===== src/rtl/seq_pkg.sv =====
// Shared state encoding and RAM ownership constants for the UART load / process / dump sequencer.
package seq_pkg;

    typedef enum logic [2:0] {
        StLoad     = 3'd0,
        StRun      = 3'd1,
        StDumpRd   = 3'd2,
        StDumpTx   = 3'd3,
        StDumpWait = 3'd4,
        StDone     = 3'd5
    } seq_state_e;

    localparam logic MEM_SEL_SEQ  = 1'b0;
    localparam logic MEM_SEL_PROC = 1'b1;

endpackage


===== src/rtl/dump_reader.sv =====
// Reads the dump window from RAM one byte at a time and hands each byte to the UART transmitter.
module dump_reader
    import seq_pkg::*;
#(
    parameter int unsigned ADDR_W    = 16,
    parameter int unsigned DATA_W    = 8,
    parameter int unsigned DUMP_BASE = 0,
    parameter int unsigned DUMP_LEN  = 63516,
    parameter int unsigned RD_LAT    = 1
) (
    input  logic              clk,
    input  logic              reset,
    input  logic              start,
    input  logic              tx_done_tick,
    input  logic [DATA_W-1:0] ram_dout,
    output logic [ADDR_W-1:0] rd_addr,
    output logic              tx_start,
    output logic [DATA_W-1:0] tx_data,
    output seq_state_e        phase,
    output logic              done
);

    localparam int unsigned        CntW     = ADDR_W + 1;
    localparam logic [CntW-1:0]   DumpLast = CntW'(DUMP_LEN - 1);
    localparam logic [ADDR_W-1:0] DumpBase = ADDR_W'(DUMP_BASE);
    localparam logic [1:0]        LatLast  = 2'(RD_LAT);

    // StDone doubles as the idle phase between dumps.
    seq_state_e        phase_q;
    logic [1:0]        lat_q;
    logic [CntW-1:0]   dump_cnt_q;
    logic              tx_start_q;
    logic [DATA_W-1:0] tx_data_q;

    always_ff @(posedge clk or negedge reset) begin
        if (!reset) begin
            phase_q    <= StDone;
            lat_q      <= '0;
            dump_cnt_q <= '0;
            tx_start_q <= 1'b0;
            tx_data_q  <= '0;
        end else begin
            tx_start_q <= 1'b0;
            unique case (phase_q)
                StDone: begin
                    if (start) begin
                        phase_q    <= StDumpRd;
                        lat_q      <= '0;
                        dump_cnt_q <= '0;
                    end
                end
                // Address is held for RD_LAT+1 cycles; ram_dout is valid in the last one.
                StDumpRd: begin
                    if (lat_q == LatLast) begin
                        tx_data_q  <= ram_dout;
                        tx_start_q <= 1'b1;
                        phase_q    <= StDumpTx;
                    end else begin
                        lat_q <= lat_q + 2'd1;
                    end
                end
                StDumpTx: begin
                    phase_q <= StDumpWait;
                end
                StDumpWait: begin
                    if (tx_done_tick) begin
                        if (dump_cnt_q == DumpLast) begin
                            dump_cnt_q <= '0;
                            phase_q    <= StDone;
                        end else begin
                            dump_cnt_q <= dump_cnt_q + CntW'(1);
                            lat_q      <= '0;
                            phase_q    <= StDumpRd;
                        end
                    end
                end
                default: begin
                    phase_q <= StDone;
                end
            endcase
        end
    end

    assign rd_addr  = DumpBase + dump_cnt_q[ADDR_W-1:0];
    assign tx_start = tx_start_q;
    assign tx_data  = tx_data_q;
    assign phase    = phase_q;
    assign done     = (phase_q == StDumpWait) && tx_done_tick && (dump_cnt_q == DumpLast);

endmodule


===== src/rtl/uart_mem_sequencer.sv =====
// Load / process / dump controller: UART bytes into RAM, processor run gating, RAM window back out.
module uart_mem_sequencer
    import seq_pkg::*;
#(
    parameter int unsigned ADDR_W       = 16,
    parameter int unsigned DATA_W       = 8,
    parameter int unsigned LOAD_LEN     = 63516,
    parameter int unsigned DUMP_BASE    = 0,
    parameter int unsigned DUMP_LEN     = 63516,
    parameter int unsigned RD_LAT       = 1,
    parameter int unsigned AUTO_RESTART = 1
) (
    input  logic              clk,
    input  logic              reset,
    input  logic              rx_done_tick,
    input  logic [DATA_W-1:0] rx_data,
    input  logic              tx_done_tick,
    output logic              tx_start,
    output logic [DATA_W-1:0] tx_data,
    input  logic              proc_finished,
    output logic              proc_run,
    output logic              mem_sel,
    output logic              ram_we,
    output logic [ADDR_W-1:0] ram_addr,
    output logic [DATA_W-1:0] ram_din,
    input  logic [DATA_W-1:0] ram_dout,
    output logic [2:0]        state_o,
    output logic              overrun
);

    localparam int unsigned      CntW        = ADDR_W + 1;
    localparam logic [CntW-1:0] LoadLast    = CntW'(LOAD_LEN - 1);
    localparam bit              AutoRestart = (AUTO_RESTART != 0);

    // The top FSM only uses StDumpRd as "dump loop active"; the reader tracks the sub-phase.
    seq_state_e      state_q;
    logic [CntW-1:0] load_cnt_q;
    logic            proc_run_q;
    logic            mem_sel_q;
    logic            overrun_q;

    logic              rd_start;
    logic              rd_done;
    logic [ADDR_W-1:0] rd_addr;
    seq_state_e        rd_phase;
    logic              load_wr;

    assign rd_start = (state_q == StRun) && proc_finished;

    dump_reader #(
        .ADDR_W   (ADDR_W),
        .DATA_W   (DATA_W),
        .DUMP_BASE(DUMP_BASE),
        .DUMP_LEN (DUMP_LEN),
        .RD_LAT   (RD_LAT)
    ) u_dump_reader (
        .clk         (clk),
        .reset       (reset),
        .start       (rd_start),
        .tx_done_tick(tx_done_tick),
        .ram_dout    (ram_dout),
        .rd_addr     (rd_addr),
        .tx_start    (tx_start),
        .tx_data     (tx_data),
        .phase       (rd_phase),
        .done        (rd_done)
    );

    always_ff @(posedge clk or negedge reset) begin
        if (!reset) begin
            state_q    <= StLoad;
            load_cnt_q <= '0;
            proc_run_q <= 1'b0;
            mem_sel_q  <= MEM_SEL_SEQ;
            overrun_q  <= 1'b0;
        end else begin
            unique case (state_q)
                StLoad: begin
                    if (rx_done_tick) begin
                        if (load_cnt_q == LoadLast) begin
                            state_q    <= StRun;
                            load_cnt_q <= '0;
                            proc_run_q <= 1'b1;
                            mem_sel_q  <= MEM_SEL_PROC;
                        end else begin
                            load_cnt_q <= load_cnt_q + CntW'(1);
                        end
                    end
                end
                StRun: begin
                    if (rx_done_tick) begin
                        overrun_q <= 1'b1;
                    end
                    if (proc_finished) begin
                        state_q    <= StDumpRd;
                        proc_run_q <= 1'b0;
                        mem_sel_q  <= MEM_SEL_SEQ;
                    end
                end
                StDumpRd: begin
                    if (rx_done_tick) begin
                        overrun_q <= 1'b1;
                    end
                    if (rd_done) begin
                        state_q <= StDone;
                    end
                end
                StDone: begin
                    if (rx_done_tick) begin
                        if (!AutoRestart) begin
                            overrun_q <= 1'b1;
                        end else if (LoadLast == '0) begin
                            // Single-byte load: the restart byte completes it.
                            state_q    <= StRun;
                            load_cnt_q <= '0;
                            proc_run_q <= 1'b1;
                            mem_sel_q  <= MEM_SEL_PROC;
                        end else begin
                            state_q    <= StLoad;
                            load_cnt_q <= CntW'(1);
                        end
                    end
                end
                default: begin
                    state_q <= StLoad;
                end
            endcase
        end
    end

    // Gated by reset so the write strobe cannot leak out while reset is held.
    assign load_wr = reset && rx_done_tick &&
                     ((state_q == StLoad) || ((state_q == StDone) && AutoRestart));

    always_comb begin
        ram_addr = '0;
        if (state_q == StLoad) begin
            ram_addr = load_cnt_q[ADDR_W-1:0];
        end else if (state_q == StDumpRd) begin
            ram_addr = rd_addr;
        end
    end

    assign ram_we   = load_wr;
    assign ram_din  = load_wr ? rx_data : '0;
    assign proc_run = proc_run_q;
    assign mem_sel  = mem_sel_q;
    assign overrun  = overrun_q;
    assign state_o  = (state_q == StDumpRd) ? rd_phase : state_q;

endmodule


===== config.mk =====
export PLATFORM = sky130hd
export DESIGN_NAME = uart_mem_sequencer
export DESIGN_NICKNAME = d
export VERILOG_FILES = /design/src/rtl/seq_pkg.sv /design/src/rtl/dump_reader.sv /design/src/rtl/uart_mem_sequencer.sv
export SDC_FILE = /design/constraint.sdc
export NUM_CORES = 1
export LEC_CHECK = 0
export ABC_AREA = 0
export BUFFER_PORTS_ARGS = -buffer_cell sky130_fd_sc_hd__buf_2
export CORE_ASPECT_RATIO = 1.5
export CORE_MARGIN = 5
export CORE_UTILIZATION = 50
export CTS_CLUSTER_SIZE = 28
export DETAILED_ROUTE_END_ITERATION = 16
export GPL_TIMING_DRIVEN = 0
export PLACE_DENSITY = 0.77
export SLEW_MARGIN = 20
export SYNTH_ARGS = -nofsm -noshare
export SYNTH_HDL_FRONTEND = slang
export SYNTH_SLANG_ARGS = --single-unit

===== constraint.sdc =====
create_clock -name clk -period 2.2 [get_ports clk]
set_input_delay 0.11 -clock clk [delete_from_list [all_inputs] [get_ports clk]]
set_output_delay 0.11 -clock clk [all_outputs]
set_load 0.03 [all_outputs]

# --- After elaboration in Yosys (flattened, before gate mapping) ---
# Index checks and enable logic that the tools add are counted.
word_totals:
  reg_bits: 53
  latch_bits: 0
  ramBits: 0
  romBits: 0
  input_bits: 21
  out_inout_bits: 40
  word_cells: 86
  memories: 0
classes:
  n_addsub: 3
  mul: 0
  n_div: 0
  order_cmp: 0
  n_eq_ne: 20
  shifts: 0
  muxes: 34
  n_bitwise: 0
  n_reduce_logical: 20
ops:
  columns: ["op", "count"]
  rows:
  - ["$mux W17", 6]
  - ["$pmux W17 S2", 2]
  - ["$add A17 B1 Y17 const B", 2]
  - ["$eq A17 B16 Y1 const B", 2]
  - ["$mux W16", 2]
  - ["$mux W3", 10]
  - ["$pmux W3 S4", 2]
  - ["$ne A2 B2 Y1 const B", 9]
  - ["$reduce_and A5 Y1", 2]
  - ["$eq A3 B2 Y1 const B", 3]
  - ["$eq A3 B3 Y1 const B", 3]
  - ["$reduce_and A3 Y1", 3]
  - ["$mux W2", 4]
  - ["$mux W8", 1]
  - ["$pmux W2 S3", 1]
  - ["$reduce_bool A2 Y1", 3]
  - ["$logic_and A1 B1 Y1", 5]
  - ["$mux W1", 5]
  - ["$reduce_and A2 Y1", 2]
  - ["$reduce_and A4 Y1", 1]
  - ["$eq A3 B1 Y1 const B", 1]
  - ["$logic_not A3 Y1", 1]
  - ["$reduce_bool A3 Y1", 1]
  - ["$add A2 B1 Y2 const B", 1]
  - ["other kinds (5)", 5]

# --- Depth between registers and ports, before layout ---
depth:
  depth_word: 5
  depth_mapped: 8
  depth_no_buf: 6

# --- Cells and area by module ---
# A second synthesis with hierarchy kept.
unflattened:
  cells_unflattened: 333
  hier_area_um2: 3163.0
by_module_without_submodules:
  columns: ["module", "instances", "cells_per_inst", "area_per_inst_um2", "seq_area_each_um2"]
  rows:
  - ["dump_reader", 1, 166, 1687.9, 778.2]
  - ["uart_mem_sequencer", 1, 167, 1475.2, 550.5]

# --- Worst setup path after synthesis ---
# No wires, ideal clock.
synth_path:
  kind: "register to output"
  startpoint: "register state_q[2]"
  endpoint: "output ram_din[2]"
  arrival_time_ps: 1646
  required_time_ps: 2090
  slack_ps: 444
  stages_incl_launch_ff: 7
  path_buffers: 3
  cell_sequence: "dfrtp_1 -> buf_6 -> or2_1 -> buf_6 -> a21oi_1 -> clkbuf_1 -> and3_1"
synth_between:
  elab_chain_len: 4
  elab_cells_between_ends: 5
  cone_classes: "eq/ne: 1; mux: 1; reduce/logical: 3"
synth_lines:
  columns: ["item", "line", "text"]
  rows:
  - ["start: declaration", "uart_mem_sequencer.sv:36", "seq_state_e state_q;"]
  - ["start signal: assignment", "uart_mem_sequencer.sv:71", "state_q <= StLoad;"]
  - ["start signal: assignment", "uart_mem_sequencer.sv:81", "state_q <= StRun;"]
  - ["start signal: assignment", "uart_mem_sequencer.sv:95", "state_q <= StDumpRd;"]
  - ["$eq A3 B3 Y1 / $logic_not A3 Y1 (equally long branches)", "uart_mem_sequencer.sv:133", "((state_q == StLoad) || ((state_q == StDone) && AutoRestart));"]
  - ["$logic_or A1 B1 Y1 *", "uart_mem_sequencer.sv:133", null]
  - ["$logic_and A1 B1 Y1 *", "uart_mem_sequencer.sv:132", "assign load_wr = reset && rx_done_tick &&"]
  - ["$mux W8 *", "uart_mem_sequencer.sv:145", "assign ram_din = load_wr ? rx_data : '0;"]
  - ["end: declaration", "uart_mem_sequencer.sv:25", "output logic [DATA_W-1:0] ram_din,"]
# Mark *: on every way between the ends. The rest lies on a longest branch, timed or not.

# --- Final worst setup path ---
layout_path:
  startpoint: "register u_dump_reader.dump_cnt_q[0]"
  endpoint: "register u_dump_reader.dump_cnt_q[2]"
layout_between:
  elab_chain_len: 4
  elab_cells_between_ends: 5
  cone_classes: "add/sub: 1; eq/ne: 1; mux: 3"
layout_lines:
  columns: ["item", "line", "text"]
  rows:
  - ["start: declaration", "dump_reader.sv:31", "logic [CntW-1:0] dump_cnt_q;"]
  - ["start signal: assignment", "dump_reader.sv:71", "dump_cnt_q <= dump_cnt_q + CntW'(1);"]
  - ["$add A17 B1 Y17 / $eq A17 B16 Y1 (equally long branches)", "dump_reader.sv:71, dump_reader.sv:67", null]
  - ["$mux W17 *", "dump_reader.sv:67", "if (dump_cnt_q == DumpLast) begin"]
  - ["$mux W17 *", "dump_reader.sv:66", "if (tx_done_tick) begin"]
  - ["$pmux W17 S2 *", "dump_reader.sv:44", "unique case (phase_q)"]
# Mark *: on every way between the ends. The rest lies on a longest branch, timed or not. The select of a mux whose other input is x is not followed.
# A chain may end at the register's enable or synchronous reset.

==> metrics.md <==
| Metric | Value |
|---|---|
| Highest Clock Rate | 0.488 GHz |
| Share of cells above drive strength 1 | 24.1% |
| Worst rel slew slack | 52.4% |
| Num CTS Buffers | 5 |
| CTS clock-pin slew for the worst setup and hold paths | 0.10 ns |
| I/O pins | 61 |
| Fraction of registers with async set/reset | 100% |
| WP data required | 2.41 ns |
| First-pass GRT wire length | 13.6 mm |
| Cell count after synthesis | 350 |
| # H-tree levels | 2 |
| Pwr per Cell Area | 757 nW/um^2 |
| First DRT Iteration DRCs | 212 |
| Max-cap violations | 0 |
| Layout Nets | 442 |
| Antenna diode count | 0 |
| Minimum clock period | 2.05 ns |
| Fillers | 559 |
| Cell taking the most area after synthesis | dfrtp_1 |
| Post-Syn Area per Cell | 8.87 sq um |
| CTS Root Cell | clkbuf_8 |
| Worst min-delay path class | input port to register |
| Power Total | 0.00274 W |
| GRT overflow | 0 |
| Vias in the first global route | 2917 |
| Post-CTS Setup Bufs | 0 |
| Crit path cell chain | ha_1 > and4bb_1 > nand4_1 > o21ai_1 > nor3b_1 > a21o_1 |
| Die Ht | 107 um |
| CTS tree | yes |
| Overall routing resource usage | 21.6% |
| Final hold slack | 0.0262 ns |
| Sum Neg Setup Slack | 0 ns |
| ANT nets after route | 0 |
| Crit path capture type | register |
| Switch share | 39.7% |
| Sequential cell fraction of total power | 50.5% |
| Pint | 0.00165 W |
| Clk sinks | 53 |
| Clock buffer depth | 2 |
| Worst setup path start | u_dump_reader.dump_cnt_q[0]$_DFFE_PN0P_ |
| Worst slew pin tran | 0.713 ns |
| Comb power frac | 28.4% |
| CP top delay family | compound AO/OA/AOI/OAI gates |
| Post-DP Area | 3500 sq um |
| Buf/Inv on CP | 0 |
| RSZ-0062 raised after global routing | false |
| Reg2reg start | u_dump_reader.dump_cnt_q[0]$_DFFE_PN0P_ |
| Max FO, Critical Path | 6 |
| Placeable Area | 6090 sq um |
| Skew final | 0.00656 ns |
| Layout area overhead | 16.7% |
| DRC Markers | 0 |
| Seq/Total Area, Yosys | 42.8% |
| Clock power frac | 21.1% |
| Net Sw Power | 0.00109 W |
| IO buf count | 60 |
| Die Span X | 74.3 um |
| Final worst-path setup slack | 0.151 ns |
| GPL Wtd Cong | 0.911 |
| Vias per inst | 6.05 |
| Largest net degree at the start of global routing | 63 |
| Status | finished, final reports clean |
| Final hold vios | 0 |
| WS Path Type | register to register |
| Worst EP arrival | 2.26 ns |
| Post-Place Worst Slack | 0.147 ns |
| Top FF cell, synth | dfrtp_1 |
| Synthesized area | 3100 sq um |
| Min-delay src | ram_dout[7] |
| Hpwl dp | 6.19 mm |
| Routed vias | 2983 |
| Syn_nets | 374 |
| Top cell type's share of synthesized area | 41.1% |
| Row cnt | 35 |
| Initial Util | 51.0% |
| Yosys warning count | 0 |
| LEAKAGE | 1.81 nW |
| # setup viols final | 0 |
| Max VDD drop | 0.496 mV |
| Max stage delay cell, worst path | o21ai_1 |
| Finished Cell Area | 3620 sq um |
| Pre-antenna DRT Iters | 4 |
| FF+latch count, synth | 53 |
| Period utilisation layout | 93.2% |
| Post-synth EDFFs | 0 |
| Initial antenna violation count | 0 |
| Routed length per instance | 16.7 um |
| Total wire length | 8.21 mm |
| Synth area leaders | dfrtp_1 (41%), mux2i_1 (5.8%), nor2_1 (4.6%) |
| Unique masters post-synth | 49 |
| Die footprint | 7920 sq um |
| Clk_lat worst skew | 0.31 ns |
| Reg2reg setup slack | 0.15 ns |
| CP startpoint kind | register |
| Max stage delay on crit path | 0.49 ns |
| Final slew viol count | 0 |
==> final timing paths <==
| kind | to | cells after the start |
|---|---|---|
| hold / removal | u_dump_reader.tx_data[7]$_DFFE_PN0P_ | 2 |
| max in group asynchronous | u_dump_reader.dump_cnt_q[15]$_DFFE_PN0P_ | 2 |
| min in group asynchronous | u_dump_reader.tx_data[1]$_DFFE_PN0P_ | 2 |
| hold reg to reg | u_dump_reader.tx_data[5]$_DFFE_PN0P_ | 1 |
| setup / recovery | u_dump_reader.dump_cnt_q[2]$_DFFE_PN0P_ | 6 |
| setup reg to reg | u_dump_reader.dump_cnt_q[2]$_DFFE_PN0P_ | 6 |
==> layout by cell type (no fill, tap or decap), drive strengths merged, types with 14 or more instances in the layout <==
cell type,Yosys,final
a31oi,20,20
nand3,25,25
dfrtp,51,51
nor2,39,39
and3,14,14
buf,9,69
mux2i,18,18
o21ai,18,18
nand2,29,29
clkbuf,10,15
==> power by group through the flow <==
stage	registers (W)	logic, W	clock network, W
after floorplan	0.00132	0.000557	0
after global placement	0.00138	0.000753	0
after detailed placement	0.00139	0.000781	0
after CTS	0.00138	0.000783	0.000592
after global routing	0.00142	0.000855	0.000639
final	0.00139	0.000778	0.000580
==> per-layer routing <==
metal / global-route usage (%) / vias to the layer above / wire length (um)
met5: 0 / - / 0
met4: 10.6 / 0 / 301
met3: 3.50 / 26 / 439
met2: 37.9 / 97 / 4350
met1: 24.7 / 1437 / 3120
li1: - / 1423 / -
==> through the flow <==
stage / util [%] / std cells
after floorplan: - / 350
final: 59.5 / 493
after global placement: 57.5 / 484
after detailed placement: 57.5 / 484
after global routing: 59.5 / 493
after CTS: 59.3 / 493
==> cell type report <==
class,instances,area (sq um),share of cell area (%)
Multi-Input combinational cell,267,1650,45.6
Timing Repair Buffer,61,313,8.63
Tap cell,74,92.6,2.56
Clock buffer,5,68.8,1.90
Clock inverter,3,25.0,0.691
Buffer,19,103,2.83
Inverter,11,41.3,1.14
Sequential cell,53,1330,36.7
==> cells by family (layout without fill, tap and decap cells) <==
group                      Yosys count  count (layout)  share of synthesized area [%]
and+or+nand+nor                    163             163                           27.3
AOI/OAI and AO/OA                   72              72                           14.7
DFF                                 53              53                           42.8
buffers and inverters               30              99                           4.47
muxes                               26              26                           8.71
adders and majority gates            3               3                           1.21
xor gates and xnor gates             3               3                          0.847
==> synth_stat cells (all sizes together), types with 4 or more instances <==
| master | n |
|---|---|
| mux2 | 8 |
| a21o | 5 |
| buf | 9 |
| o21ai | 18 |
| nor4 | 7 |
| a31o | 4 |
| a31oi | 20 |
| clkbuf | 10 |
| mux2i | 18 |
| nor3 | 9 |
| a21oi | 12 |
| or3 | 6 |
| nand2 | 29 |
| nor2 | 39 |
| dfrtp | 51 |
| inv | 11 |
| and3 | 14 |
| nand4 | 12 |
| nand3 | 25 |
| nand2b | 5 |
==> worst reg2reg max path, delay by kind of cell, from the launching register on <==
family	cells	cell delay (ns)
flops	1	0.47
fa+ha+maj	1	0.25
compound gates	2	0.66
simple gates	3	0.57
==> flip-flops by register name, indices dropped and copies added, names as in the netlist <==
name	cells
mem_sel	1
u_dump_reader.dump_cnt_q	17
u_dump_reader.tx_data	8
load_cnt_q	17
overrun	1
u_dump_reader.phase	3
u_dump_reader.lat_q	2
u_dump_reader.tx_start	1
state_q	3
==> repair_timing <==
item | CTS | global route
hold endpoints to repair | 51 | 0
endpoints found under the setup margin | 6 | 16
hold buffers | 1 | 0
resized for setup | 2 | 6
No activity file was read; power rests on OpenSTA's default activity.
